===== src/rtl/uart2sample_multi.sv =====
// Assembles consecutive UART bytes into BYTES-wide samples tagged with a rotating channel index.
// A partial sample set left idle for TIMEOUT_CYCLES is discarded and the stream resyncs to channel 0.
module uart2sample_multi #(
    parameter int BYTES          = 3,
    parameter int CHANNELS       = 2,
    parameter int MSB_FIRST      = 0,
    parameter int TIMEOUT_CYCLES = 100000,
    localparam int CW            = (CHANNELS > 1) ? $clog2(CHANNELS) : 1
) (
    input  logic                 in_clk,
    input  logic                 in_rst,
    input  logic                 in_uart_ready,
    input  logic [7:0]           in_uart_frame,
    output logic [8*BYTES-1:0]   out_frame,
    output logic [CW-1:0]        out_channel,
    output logic                 out_ready,
    output logic                 out_last,
    output logic                 out_error
);

    localparam int BW = (BYTES > 1) ? $clog2(BYTES) : 1;
    localparam int GW = (TIMEOUT_CYCLES > 1) ? $clog2(TIMEOUT_CYCLES + 1) : 1;
    localparam logic [BW-1:0] BLAST = BW'(BYTES - 1);
    localparam logic [CW-1:0] CLAST = CW'(CHANNELS - 1);
    localparam logic [GW-1:0] TO_LAST = GW'((TIMEOUT_CYCLES == 0) ? 0 : TIMEOUT_CYCLES - 1);
    localparam bit TO_EN = (TIMEOUT_CYCLES != 0);

    logic [BW-1:0]        bcnt_q, bcnt_d;
    logic [CW-1:0]        ccnt_q, ccnt_d;
    logic [8*BYTES-1:0]   asm_q, asm_d;
    logic [GW-1:0]        gap_q, gap_d;
    logic [8*BYTES-1:0]   frame_q, frame_d;
    logic [CW-1:0]        channel_q, channel_d;
    logic                 ready_q, ready_d;
    logic                 last_q, last_d;
    logic                 error_q, error_d;

    logic [8*BYTES-1:0]   asmMerged;
    logic                 active;
    int                   lane;

    always_comb begin
        lane      = (MSB_FIRST != 0) ? (BYTES - 1 - int'(bcnt_q)) : int'(bcnt_q);
        asmMerged = asm_q;
        for (int i = 0; i < BYTES; i++) begin
            if (lane == i) begin
                asmMerged[8*i +: 8] = in_uart_frame;
            end
        end
    end

    assign active = (bcnt_q != '0) || (ccnt_q != '0);

    // A strobe always wins over a timeout that would expire in the same cycle.
    always_comb begin
        bcnt_d    = bcnt_q;
        ccnt_d    = ccnt_q;
        asm_d     = asm_q;
        gap_d     = gap_q;
        frame_d   = frame_q;
        channel_d = channel_q;
        ready_d   = 1'b0;
        last_d    = 1'b0;
        error_d   = 1'b0;
        if (in_uart_ready) begin
            gap_d = '0;
            if (bcnt_q == BLAST) begin
                frame_d   = asmMerged;
                channel_d = ccnt_q;
                ready_d   = 1'b1;
                last_d    = (ccnt_q == CLAST);
                bcnt_d    = '0;
                ccnt_d    = (ccnt_q == CLAST) ? '0 : ccnt_q + CW'(1);
            end else begin
                asm_d  = asmMerged;
                bcnt_d = bcnt_q + BW'(1);
            end
        end else if (active) begin
            if (TO_EN && (gap_q == TO_LAST)) begin
                bcnt_d  = '0;
                ccnt_d  = '0;
                gap_d   = '0;
                error_d = 1'b1;
            end else begin
                gap_d = gap_q + GW'(1);
            end
        end else begin
            gap_d = '0;
        end
    end

    always_ff @(posedge in_clk or posedge in_rst) begin
        if (in_rst) begin
            bcnt_q    <= '0;
            ccnt_q    <= '0;
            asm_q     <= '0;
            gap_q     <= '0;
            frame_q   <= '0;
            channel_q <= '0;
            ready_q   <= 1'b0;
            last_q    <= 1'b0;
            error_q   <= 1'b0;
        end else begin
            bcnt_q    <= bcnt_d;
            ccnt_q    <= ccnt_d;
            asm_q     <= asm_d;
            gap_q     <= gap_d;
            frame_q   <= frame_d;
            channel_q <= channel_d;
            ready_q   <= ready_d;
            last_q    <= last_d;
            error_q   <= error_d;
        end
    end

    assign out_frame   = frame_q;
    assign out_channel = channel_q;
    assign out_ready   = ready_q;
    assign out_last    = last_q;
    assign out_error   = error_q;

endmodule


===== config.mk =====
export PLATFORM = sky130hd
export DESIGN_NAME = uart2sample_multi
export DESIGN_NICKNAME = d
export VERILOG_FILES = /design/src/rtl/uart2sample_multi.sv
export SDC_FILE = /design/constraint.sdc
export NUM_CORES = 1
export LEC_CHECK = 0
export CAP_MARGIN = 20
export CORE_MARGIN = 10
export CORE_UTILIZATION = 30
export DETAILED_ROUTE_END_ITERATION = 8
export MAX_ROUTING_LAYER = met4
export PLACE_DENSITY = 0.59
export RECOVER_POWER = 100
export SETUP_SLACK_MARGIN = 0.15
export SYNTH_ARGS = -nofsm -noshare
export SYNTH_HDL_FRONTEND = slang
export SYNTH_SLANG_ARGS = --single-unit

===== constraint.sdc =====
create_clock -name in_clk -period 3.1 [get_ports in_clk]
set_clock_uncertainty 0.15 [all_clocks]
set_input_delay 0.62 -clock in_clk [delete_from_list [all_inputs] [get_ports in_clk]]
set_output_delay 0.62 -clock in_clk [all_outputs]
set_load 0.01 [all_outputs]

==> results.cfg <==
[status]
status = finished clean

[detailed_routing]
first_pass_iters = 4
ant_nets = 0
vias = 1779
drcViolationCount = 0
wl_mm = 5.58
routedWlPerCell_um = 14.0
drt-initial-drc-count = 78
avgViaCountPerCell = 4.48

[power]
power_density_nw_per_um2 = 868
p_leak_nw = 1.58
vdd_drop_max_mv = 0.376
p_total_w = 0.00293

[clock_tree]
cts_root_buf = clkbuf_8
insertion_delay_ns = 0.33
cts_tree = built
clock-sinks = 64
post_cts_buffers = 0
cts-resized-gates = 0
clockBufferDepth = 2
numCtsBuffers = 9
htree_levels = 3
cts_hold_buf = 0
clk_pin_slew_ns = 0.07

[floorplan]
die_h_um = 114
start_util = 0.305
fp-row-count = 34
dieArea_um2 = 12900
core_area_um2 = 8640
boundaryPins = 39
fp.dieW_um = 114

[logic_synthesis]
ys_types = 30
synth.top_cell.area_share = 0.609
yosys.area.top_type = dfrtp_1
synth.cell_area_um2 = 2630
syn_area_per_cell_um2 = 11.1
yosys_register_bits = 64
yosysSeqAreaShare = 0.609
ys_warn_count = 0
synth_fp_nets = 250
synth_cells = 238
synthTopCellsByArea = dfrtp_1 (61%), nand2_1 (11%), mux2_2 (6.9%)

[worst_setup_path]
rr_endpoint = gap_q[4]$_DFF_PP0_
crit_path_end_kind = register
ff2ff_setup_slack_ns = 1.01
r2r_cells = 5
reg2reg_from = gap_q[0]$_DFF_PP0_
crit_type = in -> reg
critPathMaxFanout = 25
crit_start = in_uart_ready
cp.arrival_ns = 2.45
cp_data_required_time_ns = 3.22
critPathLaunchType = primary input

[layout]
final_cell_mix = nand2_1 (77), dfrtp_1 (64), dlygate4sd3_1 (30)
mostFrequentLayoutCell = nand2_1
fin_util = 0.391
drive_above_1_share = 0.152
syn_to_final_growth_pct = 28.4
num_antenna_cells = 0
num-nets-final = 296

[sta]
max_slew.worst_pin.slew_ns = 0.946
drv_slew = 0
timing.hold.ws_ns = 0.318
rsz0062_at_grt = no
tns_ns = 0
fmax_mhz = 430
fin_crit_ns = 2.32
hold_viol = 0
setup_violations = 0
timing.final.ws_setup_ns = 0.777
timing.final.crit_share = 0.749
relSlewSlack = 0.369

[global_route]
track_usage = 0.0956
overflow = 0
antenna_found_initial = 0
grt_start_max_net_pins = 43
grt_pass1_vias = 1922
grt_pass1_wl_mm = 9.66

[run]
drv_cap = 0

[placement]
dp_hpwl_mm = 3.74
place.gp.congestion = 0.765
dp_slack_ns = 0.684
io_buffers = 38

[min_path]
worstHoldStart = asm_q[13]$_DFFE_PP0P_
whs_path_depth = 2
whs_endpoint = out_frame[13]$_DFFE_PP0P_
hp-class = reg -> reg
==> critical path: stages <==
cell           delay, ns
dlygate4sd3_1       0.63
nand3b_1            0.30
inv_1               0.67
nand2_1             0.13
nand2_1             0.09
==> final cells by class <==
cell class / count / area (um^2)
multi-input cells: 164 / 968
flip-flops and latches: 64 / 1600
clock buffers: 11 / 141
inverters: 5 / 18.8
clock inverters: 5 / 104
well taps: 108 / 135
repair buffers: 40 / 408
fillers: 845 / 5260
==> registers in the layout, indices dropped and copies added (netlist names) <==
register,flops
bcnt_q,2
out_last,1
ccnt_q,1
out_frame,24
out_error,1
out_ready,1
gap_q,17
asm_q,16
out_channel,1
==> through the flow <==
stage	std cells	cell area [um^2]
final	397	3380
after global routing	397	3380
after CTS	397	3390
after detailed placement	381	3150
after global placement	381	3150
after floorplan	238	2630
==> cell usage after synthesis <==
master	n
dfrtp_1	64
xnor2_1	12
mux2_2	16
inv_1	4
nor3_1	6
nor4_1	5
nand4_1	3
and4_1	1
inv_2	1
nand4_2	2
nand4_4	1
nand2_2	1
nor3b_4	1
nor4b_2	1
nor2b_1	1
nand2_1	76
buf_2	3
a21bo_2	1
a21o_1	2
xor2_1	4
nor2_2	3
nand3_2	1
and4bb_2	2
and3_1	1
buf_4	1
nand3_1	4
clkbuf_1	1
nor2_1	17
nand3b_1	2
ha_1	1
==> power breakdown <==
part | switching (W) | total [W] | internal [W]
clock network | 0.000319 | 0.000876 | 0.000557
logic | 0.000371 | 0.000777 | 0.000406
registers | 0.000160 | 0.00128 | 0.00112
==> how the worst max path moves through the flow <==
| stage | depth (start not counted) | slack [ns] | end |
|---|---|---|---|
| 2_1_floorplan | 1 | 0.73 | asm_q[0]$_DFFE_PP0P_ |
| 3_3_place_gp | 3 | 0.70 | asm_q[1]$_DFFE_PP0P_ |
| 3_5_place_dp | 3 | 0.68 | asm_q[0]$_DFFE_PP0P_ |
| 4_1_cts | 1 | 1.04 | out_frame[7] |
| 5_1_grt | 5 | 0.54 | out_frame[2]$_DFFE_PP0P_ |
| 6_report | 5 | 0.78 | out_frame[14]$_DFFE_PP0P_ |
==> routing by layer <==
metal  part of all wire  vias up  global-route usage
met5                  0        -                   -
met3              0.041        8              0.0331
met1               0.48      862               0.116
li1                   -      873                   -
met4             0.0079        0              0.0305
met2               0.48       36               0.146
==> cells by family after synthesis <==
family,Yosys count,share of synthesized area
AOI/OAI and AO/OA,3,0.00951
and+or+nand+nor,128,0.238
buffers and inverters,10,0.0171
muxes,16,0.0685
DFF,64,0.609
adders and majority gates,1,0.00476
xor gates and xnor gates,16,0.0533
(Power assumes the default switching activity.)
